**config.mk**
```make
export PLATFORM = sky130hd
export DESIGN_NAME = game_ctrl
export DESIGN_NICKNAME = d
export VERILOG_FILES = /design/src/rtl/ttt_pkg.sv /design/src/rtl/line_eval.sv /design/src/rtl/game_ctrl.sv
export SDC_FILE = /design/constraint.sdc
export NUM_CORES = 1
export LEC_CHECK = 0
export BUFFER_PORTS_ARGS = -buffer_cell sky130_fd_sc_hd__clkbuf_2
export CORE_MARGIN = 2
export CORE_UTILIZATION = 45
export CTS_CLUSTER_SIZE = 14
export DETAILED_ROUTE_END_ITERATION = 10
export PLACE_DENSITY = 0.74
export SLEW_MARGIN = 20
export SYNTH_ARGS = -nofsm -noshare
export SYNTH_HDL_FRONTEND = slang
export SYNTH_HIERARCHICAL = 1
export SYNTH_SLANG_ARGS = --single-unit
```
**constraint.sdc**
```tcl
create_clock -name clk -period 4.7 [get_ports clk]
set_input_delay 0.235 -clock clk [delete_from_list [all_inputs] [get_ports clk]]
set_output_delay 0.235 -clock clk [all_outputs]
set_load 0.05 [all_outputs]
```
**src/rtl/ttt_pkg.sv**
```systemverilog
// Shared definitions for the tic-tac-toe game controller: cell and winner
// encodings, controller states, the board type and the table of winning lines.
package ttt_pkg;

  typedef enum logic [1:0] {
    CELL_EMPTY = 2'b00,
    CELL_HUMAN = 2'b01,
    CELL_AI    = 2'b10
  } cell_t;

  localparam logic [1:0] WIN_NONE  = 2'b00;
  localparam logic [1:0] WIN_HUMAN = 2'b01;
  localparam logic [1:0] WIN_AI    = 2'b10;
  localparam logic [1:0] WIN_DRAW  = 2'b11;

  typedef enum logic [2:0] {
    S_IDLE,
    S_HUMAN,
    S_AI_WAIT,
    S_AI_MOVE,
    S_EVAL_H,
    S_EVAL_A,
    S_DONE
  } state_t;

  localparam int NUM_CELLS = 9;
  localparam int NUM_LINES = 8;

  // Element 0 holds cell 1, element 8 holds cell 9.
  typedef logic [NUM_CELLS-1:0][1:0] board_t;

  // Winning lines as 1-based cell-index triples.
  localparam logic [3:0] LINE_TBL [NUM_LINES][3] = '{
    '{4'd1, 4'd2, 4'd3},
    '{4'd4, 4'd5, 4'd6},
    '{4'd7, 4'd8, 4'd9},
    '{4'd1, 4'd4, 4'd7},
    '{4'd2, 4'd5, 4'd8},
    '{4'd3, 4'd6, 4'd9},
    '{4'd1, 4'd5, 4'd9},
    '{4'd3, 4'd5, 4'd7}
  };

  // True for a legal 1-based cell index.
  function automatic logic is_cell_index(input logic [3:0] idx);
    return (idx >= 4'd1) && (idx <= 4'd9);
  endfunction

  // Contents of 1-based cell idx; out-of-range indices read as empty.
  function automatic logic [1:0] cell_at(input board_t b, input logic [3:0] idx);
    logic [1:0] val;
    val = CELL_EMPTY;
    for (int i = 0; i < NUM_CELLS; i++) begin
      if (idx == 4'(i + 1)) val = b[i];
    end
    return val;
  endfunction

  // True when every cell of line l belongs to the given owner.
  function automatic logic line_has(input board_t b, input int l, input logic [1:0] who);
    return (cell_at(b, LINE_TBL[l][0]) == who) &&
           (cell_at(b, LINE_TBL[l][1]) == who) &&
           (cell_at(b, LINE_TBL[l][2]) == who);
  endfunction

endpackage

```
**src/rtl/line_eval.sv**
```systemverilog
// Purely combinational board evaluator: reports a completed human line,
// a completed AI line, and whether every cell is occupied.
module line_eval
  import ttt_pkg::*;
(
  input  board_t board,
  output logic   human_win,
  output logic   ai_win,
  output logic   full
);

  // Scan all eight lines and all nine cells.
  always_comb begin
    // NOTE: every output gets a default first so no path leaves it unassigned (no latch).
    human_win = 1'b0;
    ai_win    = 1'b0;
    full      = 1'b1;
    for (int l = 0; l < NUM_LINES; l++) begin
      if (line_has(board, l, CELL_HUMAN)) human_win = 1'b1;
      if (line_has(board, l, CELL_AI))    ai_win    = 1'b1;
    end
    for (int i = 0; i < NUM_CELLS; i++) begin
      if (board[i] == CELL_EMPTY) full = 1'b0;
    end
  end

endmodule

```
**src/rtl/game_ctrl.sv**
```systemverilog
// Tic-tac-toe game controller: holds the board, accepts human moves,
// places the AI reply (using the external checkwin hint) and declares
// the result. The checkwin block sits beside this one at the top level.
module game_ctrl
  import ttt_pkg::*;
(
  input  logic       clk,
  input  logic       reset_n,
  input  logic       start,
  input  logic       move_valid,
  input  logic [3:0] move_pos,
  output logic       move_ready,
  input  logic       check,
  input  logic [3:0] blockthis,
  output logic [1:0] pos1,
  output logic [1:0] pos2,
  output logic [1:0] pos3,
  output logic [1:0] pos4,
  output logic [1:0] pos5,
  output logic [1:0] pos6,
  output logic [1:0] pos7,
  output logic [1:0] pos8,
  output logic [1:0] pos9,
  output logic       illegal,
  output logic       game_over,
  output logic [1:0] winner
);

  state_t     r_state;
  state_t     w_next_state;
  board_t     r_board;
  logic [1:0] r_winner;
  logic       r_illegal;

  logic       w_human_win;
  logic       w_ai_win;
  logic       w_full;
  logic       w_move_legal;
  logic [3:0] w_ai_idx;
  logic       w_ai_found;

  logic       w_clear;
  logic       w_human_we;
  logic       w_ai_we;
  logic       w_reject;
  logic       w_winner_we;
  logic [1:0] w_winner_nxt;

  line_eval u_line_eval (
    .board     (r_board),
    .human_win (w_human_win),
    .ai_win    (w_ai_win),
    .full      (w_full)
  );

  // A human move is acceptable when it names a real cell that is still empty.
  assign w_move_legal = move_valid && is_cell_index(move_pos) &&
                        (cell_at(r_board, move_pos) == CELL_EMPTY);

  // AI cell choice: checkwin hint if usable, else the centre, else the lowest empty cell.
  always_comb begin
    w_ai_idx   = 4'd0;
    w_ai_found = 1'b0;
    if (check && is_cell_index(blockthis) && (cell_at(r_board, blockthis) == CELL_EMPTY)) begin
      w_ai_idx   = blockthis;
      w_ai_found = 1'b1;
    end else if (r_board[4] == CELL_EMPTY) begin
      w_ai_idx   = 4'd5;
      w_ai_found = 1'b1;
    end else begin
      // Descending scan so the lowest empty index is the last one kept.
      for (int i = NUM_CELLS - 1; i >= 0; i--) begin
        if (r_board[i] == CELL_EMPTY) begin
          w_ai_idx   = 4'(i + 1);
          w_ai_found = 1'b1;
        end
      end
    end
  end

  // State register.
  always_ff @(posedge clk or negedge reset_n) begin
    // NOTE: sequential state uses non-blocking assignments so every flop samples pre-edge values.
    if (!reset_n) r_state <= S_IDLE;
    else          r_state <= w_next_state;
  end

  // Next-state logic.
  always_comb begin
    w_next_state = r_state;
    case (r_state)
      S_IDLE:    if (start) w_next_state = S_HUMAN;
      S_HUMAN:   if (w_move_legal) w_next_state = S_EVAL_H;
      S_EVAL_H:  w_next_state = (w_human_win || w_full) ? S_DONE : S_AI_WAIT;
      S_AI_WAIT: w_next_state = S_AI_MOVE;
      S_AI_MOVE: w_next_state = S_EVAL_A;
      S_EVAL_A:  w_next_state = (w_ai_win || w_full) ? S_DONE : S_HUMAN;
      S_DONE:    if (start) w_next_state = S_HUMAN;
      default:   w_next_state = S_IDLE;
    endcase
  end

  // Output and datapath-control decode from the current state.
  always_comb begin
    move_ready   = (r_state == S_HUMAN);
    game_over    = (r_state == S_DONE);
    w_clear      = ((r_state == S_IDLE) || (r_state == S_DONE)) && start;
    w_human_we   = (r_state == S_HUMAN) && w_move_legal;
    w_reject     = (r_state == S_HUMAN) && move_valid && !w_move_legal;
    w_ai_we      = (r_state == S_AI_MOVE) && w_ai_found;
    w_winner_we  = 1'b0;
    w_winner_nxt = WIN_NONE;
    if (w_clear) begin
      w_winner_we  = 1'b1;
      w_winner_nxt = WIN_NONE;
    end else if (r_state == S_EVAL_H) begin
      if (w_human_win) begin
        w_winner_we  = 1'b1;
        w_winner_nxt = WIN_HUMAN;
      end else if (w_full) begin
        w_winner_we  = 1'b1;
        w_winner_nxt = WIN_DRAW;
      end
    end else if (r_state == S_EVAL_A) begin
      if (w_ai_win) begin
        w_winner_we  = 1'b1;
        w_winner_nxt = WIN_AI;
      end else if (w_full) begin
        w_winner_we  = 1'b1;
        w_winner_nxt = WIN_DRAW;
      end
    end
  end

  // Board storage: cleared on a new game, one cell written per accepted turn.
  always_ff @(posedge clk or negedge reset_n) begin
    // NOTE: the board is a handful of flops, not a RAM, so it takes the async reset directly.
    if (!reset_n) begin
      r_board <= '0;
    end else if (w_clear) begin
      r_board <= '0;
    end else begin
      for (int i = 0; i < NUM_CELLS; i++) begin
        if (w_human_we && (move_pos == 4'(i + 1)))     r_board[i] <= CELL_HUMAN;
        else if (w_ai_we && (w_ai_idx == 4'(i + 1)))   r_board[i] <= CELL_AI;
      end
    end
  end

  // Winner code and the one-cycle illegal-move pulse.
  always_ff @(posedge clk or negedge reset_n) begin
    if (!reset_n) begin
      r_winner  <= WIN_NONE;
      r_illegal <= 1'b0;
    end else begin
      if (w_winner_we) r_winner <= w_winner_nxt;
      r_illegal <= w_reject;
    end
  end

  assign winner  = r_winner;
  assign illegal = r_illegal;
  assign pos1    = r_board[0];
  assign pos2    = r_board[1];
  assign pos3    = r_board[2];
  assign pos4    = r_board[3];
  assign pos5    = r_board[4];
  assign pos6    = r_board[5];
  assign pos7    = r_board[6];
  assign pos8    = r_board[7];
  assign pos9    = r_board[8];

endmodule

```
-- Yosys cells after proc, flatten, opt, wreduce, memory -nomap -nowiden
Index checks and enable logic that the tools add are counted.
- reduce and logical (&&, ||, !) cells: 88
- equal/unequal tests: 53
- mux-type cells: 99
- order comparisons: 4
- operators with widths (kind ; count):
    $mux 2 ; 42
    $logic_and 1x1->1 ; 61
    $eq 4x3->1 const B ; 12
    $mux 1 ; 41
    $mux 4 ; 10
    $reduce_bool 3->1 ; 9
    $eq 4x2->1 const B ; 6
    $eq 4x4->1 const B ; 6
    $logic_not 2->1 ; 11
    $eq 2x1->1 const B ; 9
    $eq 2x2->1 const B ; 9
    $mux 18 ; 1
    $pmux 3 s6 ; 1
    $eq 4x1->1 const B ; 3
    $mux 3 ; 4
    $eq 3x3->1 const B ; 3
    $ge 4x1->1 const B ; 2
    $le 4x4->1 const B ; 2
    $eq 3x2->1 const B ; 2
    $ne 2x1->1 const B ; 2
    $eq 3x1->1 const B ; 1
    $logic_not 3->1 ; 1
    $logic_or 1x1->1 ; 3
    $reduce_and 2->1 ; 1
    other kinds (2) ; 2
- register bits after elaboration: 24
- input port bits: 13
- logic and storage cells: 256
- output and inout port bits: 23

-- Logic depth before layout (Yosys ltp)
- word-level depth: 18
- mapped depth: 8
- gate-level depth less buffers: 7

-- Hierarchy
The synthesis kept the hierarchy.
- modules (own cells, without submodules) (module ; area an instance (um^2) ; instances ; cells each ; sequential area each (um^2)):
    game_ctrl ; 1756.7 ; 1 ; 204 ; 600.6
    line_eval ; 329.1 ; 1 ; 41 ; 0.0

-- Least setup slack after synthesis
OpenSTA, ideal clock, no wires.
- path type: register -> register
- from: register r_board (netlist bit pos7[0])
- to: register r_board (netlist bit pos1[1])
- setup time: 0.126 ns
- cell stages (with the launch flop): 7
- required time: 4.574 ns
- path buffers: 0
- arrival time: 2.136 ns
- clock period less this slack: 2.262 ns
- path slack: 2.438 ns
- cells stage by stage: dfrtp_1 > nor2_1 > o31ai_4 > o22ai_1 > o211a_1 > and3b_1 > a221o_1
- longest elaborated chain between the ends: 12
- elaborated cells between the ends (all ways): 35
- classes of those cells: eq/ne (1); mux (24); reduce/logical (10)
- RTL lines (what ; line ; source):
    start, declared ; game_ctrl.sv:31 ; board_t r_board;
    start signal, assigned ; game_ctrl.sv:139 ; r_board <= '0;
    start signal, assigned ; game_ctrl.sv:141 ; r_board <= '0;
    start signal, assigned by index ; game_ctrl.sv:144 ; if (w_human_we && (move_pos == 4'(i + 1))) r_board[i] <= CELL_HUMAN;
    $logic_not 2->1 ; game_ctrl.sv:73 ; if (r_board[i] == CELL_EMPTY) begin
    $mux 4 or $mux 1 (tied branches) (6 in series) ; game_ctrl.sv:73 ;
    $mux 4 or $mux 1 (tied branches) ; game_ctrl.sv:67 ; end else if (r_board[4] == CELL_EMPTY) begin
    $mux 4 or $mux 1 (tied branches) ; game_ctrl.sv:64 ; if (check && is_cell_index(blockthis) && (cell_at(r_board, blockthis) == CELL_EMPTY)) begin
    $eq 4x1->1 or $logic_and 1x1->1 (tied branches) ; game_ctrl.sv:145, game_ctrl.sv:110 ;
    $logic_and 1x1->1 ; game_ctrl.sv:145 ; else if (w_ai_we && (w_ai_idx == 4'(i + 1))) r_board[i] <= CELL_AI;
    $reduce_bool 3->1 (no source line) ; n/a ;
Several ways; a longest one is shown, not always the timed one.
A chain may end at the register's enable or synchronous reset.

-- Final worst setup path
- from: register r_board (netlist bit pos1[0])
- to: register r_board (netlist bit pos1[1])
- longest elaborated chain between the ends: 15
- elaborated cells between the ends (all ways): 37
- classes of those cells: eq/ne (1); mux (26); reduce/logical (10)
- RTL lines (what ; line ; source):
    $mux 2 (9 in series) ; ttt_pkg.sv:54 ; if (idx == 4'(i + 1)) val = b[i];
    $logic_not 2->1, on equally long branches ; game_ctrl.sv:64, game_ctrl.sv:58 ;
    $logic_and 1x1->1, on equally long branches ; game_ctrl.sv:64, game_ctrl.sv:57 ;
    $mux 4 (tied with other cells) ; game_ctrl.sv:64 ;
    $eq 4x1->1 (tied with other cells) ; game_ctrl.sv:145 ;
    $logic_and 1x1->1 or $mux 2 (tied branches) ; game_ctrl.sv:145, game_ctrl.sv:144 ;
    $reduce_bool 3->1 (no source line) or $mux 18 (tied branches) ; n/a ;
Several ways; a longest one is shown, not always the timed one.

==> reports/results.tsv <==
metric	value	unit
crit-path max FO	14	
CP endpoint kind	flop	
Slew @ Worst Pin	834.8	ps
fraction of layout cells with a size suffix above 1	19.64	%
post-route ant nets	0	
Main synth FF type	dfrtp_1	
Mapped Avg Cell Area	8.513	um2
clock buffer depth	2	
fin crit period	2342	ps
antenna violations before repair	0	
global placer's final weighted congestion	0.8861	
RSZ-0062 raised after global routing	false	
clk slew on worst S/H paths	90	ps
Multi-input gate area	0.001390	mm2
part of the cycle the worst path needs	49.83	%
root buf cell	clkbuf_8	
worst reg2reg startpoint	pos1[0]$_DFFE_PN0P_	
Yosys cell types	60	
Pre-antenna DRT Iters	5	
Slew Limit Fails	0	
area growth from synthesis to layout	11.76	%
Ant. Diodes	0	
CP required	4860	ps
Slew HR	43.92	%
post-synthesis cell count	245	
CTS HTree Levels	1	
Syn. warnings	6	
Die H	72.08	um
CTS tree	yes	
max_cap viols	0	
Port Buffers	35	
post-cts sizing count	0	
Crit Path Category	reg -> reg	
# rows	24	
io pins	36	
Die Wd	72.08	um
FF+latch count, synth	24	
Num Clock Sinks	24	
grt ovf	0	
fin nets	289	
CP Launch Type	flop	
Num CTS Buffers	3	
largest net degree at the start of global routing	25	
DR DRC count	0	
Total GRT Usage	24.17	%
setup violators final	0	
wire per inst	18.31	um
worst hold path type	in -> reg	
Synth Cell Area	0.002086	mm2
storage element area	600.6	um2
placed insts	322	
Initial Util	47.25	%
static leakage	0.9673	nW
most frequent cells in the layout	clkbuf_2 (35), dfrtp_1 (24), nor2_1 (18)	
Vias	2205	
Hold Crit Start	move_valid	
DPL Wire Length	4167	um
peak supply drop	0.2162	mV
area of the core	0.004414	mm2
Vias/cell	6.743	
Layout Cells excl Fill	327	
vias in the first global route	2018	
commonest non-fill, non-tap cell in the layout	clkbuf_2	
TNS Setup	0	ps
Fill cells	422	
share of flip-flops with an asynchronous set or reset	100.0	%
DRT iter0 DRCs	199	
CP arrival	2510	ps
syn nets	258	
Clock Latency Late Sink	270	ps
skew final	6.128	ps
DRT Wirelength	5989	um
Cell Pwr Density	430.1	mW/mm2
first-pass GRT wire length	10040	um
sequential area share after synthesis	28.79	%
Max Clk Rate	426.9	MHz
Post-synth EDFFs	0	
critical path launch point	pos1[0]$_DFFE_PN0P_	
final hold vios	0	
status	finished clean	
Die Area	0.005196	mm2
## what timing repair did
item | 4_1_cts | 5_1_grt
hold buffers | 1 | 0
hold endpoints to repair | 24 | 0
buffers inserted | 0 | 0
## Yosys cell counts (2+ instances only)
master	count	area, um2
mux2i_1	2	20.02
or3_1	4	25.02
and4bb_2	6	75.07
nor4bb_1	12	120.1
o211a_1	2	20.02
a221o_1	3	30.03
o31ai_1	7	52.55
a21oi_1	11	55.05
o211ai_1	4	30.03
a22oi_1	4	30.03
o22ai_1	9	56.30
dfrtp_1	24	600.6
nor2b_1	11	68.82
o21ai_0	17	85.08
nor4_1	6	37.54
a211oi_1	3	22.52
o21a_1	5	37.54
o22a_1	3	26.28
nor2_1	18	67.56
or4_1	2	15.01
buf_2	2	10.01
nor3_1	6	30.03
buf_6	3	33.78
nor4b_1	3	26.28
nand4_1	5	31.28
or3_2	2	15.01
inv_1	5	18.77
nand2_1	16	60.06
nand3_1	3	15.01
and2_1	3	18.77
or2_2	2	12.51
and3b_1	2	17.52
nand2b_1	10	62.56
clkbuf_1	3	11.26
o32ai_1	2	17.52
## kinds of logic after synthesis
logic type,share of synthesized area (%)
AND/OR/NAND/NOR,37.31
AO/OA/AOI/OAI,27.84
flip-flops,28.79
buffers and inverters,4.559
multiplexers,1.500
## per-stage QoR
stage | total power [W] | hold slack [ps] | setup slack (ps) | util [%] | instance area [um2]
after detailed placement | 0.0008148 | 284.1 | 2393 | 50.96 | 2250
after global placement | 0.0008111 | 284.2 | 2436 | 50.96 | 2250
final | 0.001003 | 222.0 | 2358 | 52.81 | 2331
after global routing | 0.001055 | 235.8 | 2216 | 52.81 | 2331
after CTS | 0.001003 | 216.2 | 2379 | 52.81 | 2331
after floorplan | 0.0006948 | -60.59 | 2438 | - | 2086
## per-layer routing
metal,share of wire (%),global-route usage (%),wire (um),vias up
met5,0,0,0,-
met4,1.5,5.660,88,0
met1,43,34.44,2597,1038
met2,46,37.92,2738,117
li1,-,-,-,1040
met3,9.4,4.722,565,10
## critical path, stage by stage, from the launching register on
cell and delay [ps]:
dfrtp_1 530, or3_2 530, a311oi_1 280, o211a_1 420, nor3_1 130, a221o_1 330
## registers in the layout, indices dropped and copies added (netlist names)
register and count:
winner 2, pos3 2, pos6 2, pos1 2, pos9 2, pos4 2, pos5 2, illegal 1
r_state 3, pos8 2, pos2 2, pos7 2
## final cells by class
class | count | area share [%]
clock buffer | 3 | 1.771
clock inverter | 1 | 1.288
inverter | 5 | 0.8052
multi-input combinational | 206 | 59.63
sequential | 24 | 25.76
tap | 52 | 2.791
timing repair buffer | 36 | 7.944
## report_power, final
part | leakage [nW] | switching [W] | internal, W | total (W)
combinational | 0.605 | 0.000308 | 0.000144 | 0.000452
sequential | 0.326 | 0.000122 | 0.000246 | 0.000368
clock | 0.0357 | 0.0000690 | 0.000114 | 0.000183
## final timing paths
| kind | depth (start not counted) | to | slack [ps] |
|---|---|---|---|
| worst min register to register | 2 | winner[1]$_DFFE_PN0P_ | 550 |
| min in group asynchronous | 2 | winner[1]$_DFFE_PN0P_ | 500 |
| max in group asynchronous | 2 | pos7[0]$_DFFE_PN0P_ | 3790 |
| worst min-delay path | 2 | illegal$_DFF_PN0_ | 220 |
| worst max-delay path | 5 | pos1[1]$_DFFE_PN0P_ | 2360 |
| worst max register to register | 5 | pos1[1]$_DFFE_PN0P_ | 2360 |
(Power assumes the default switching activity.)
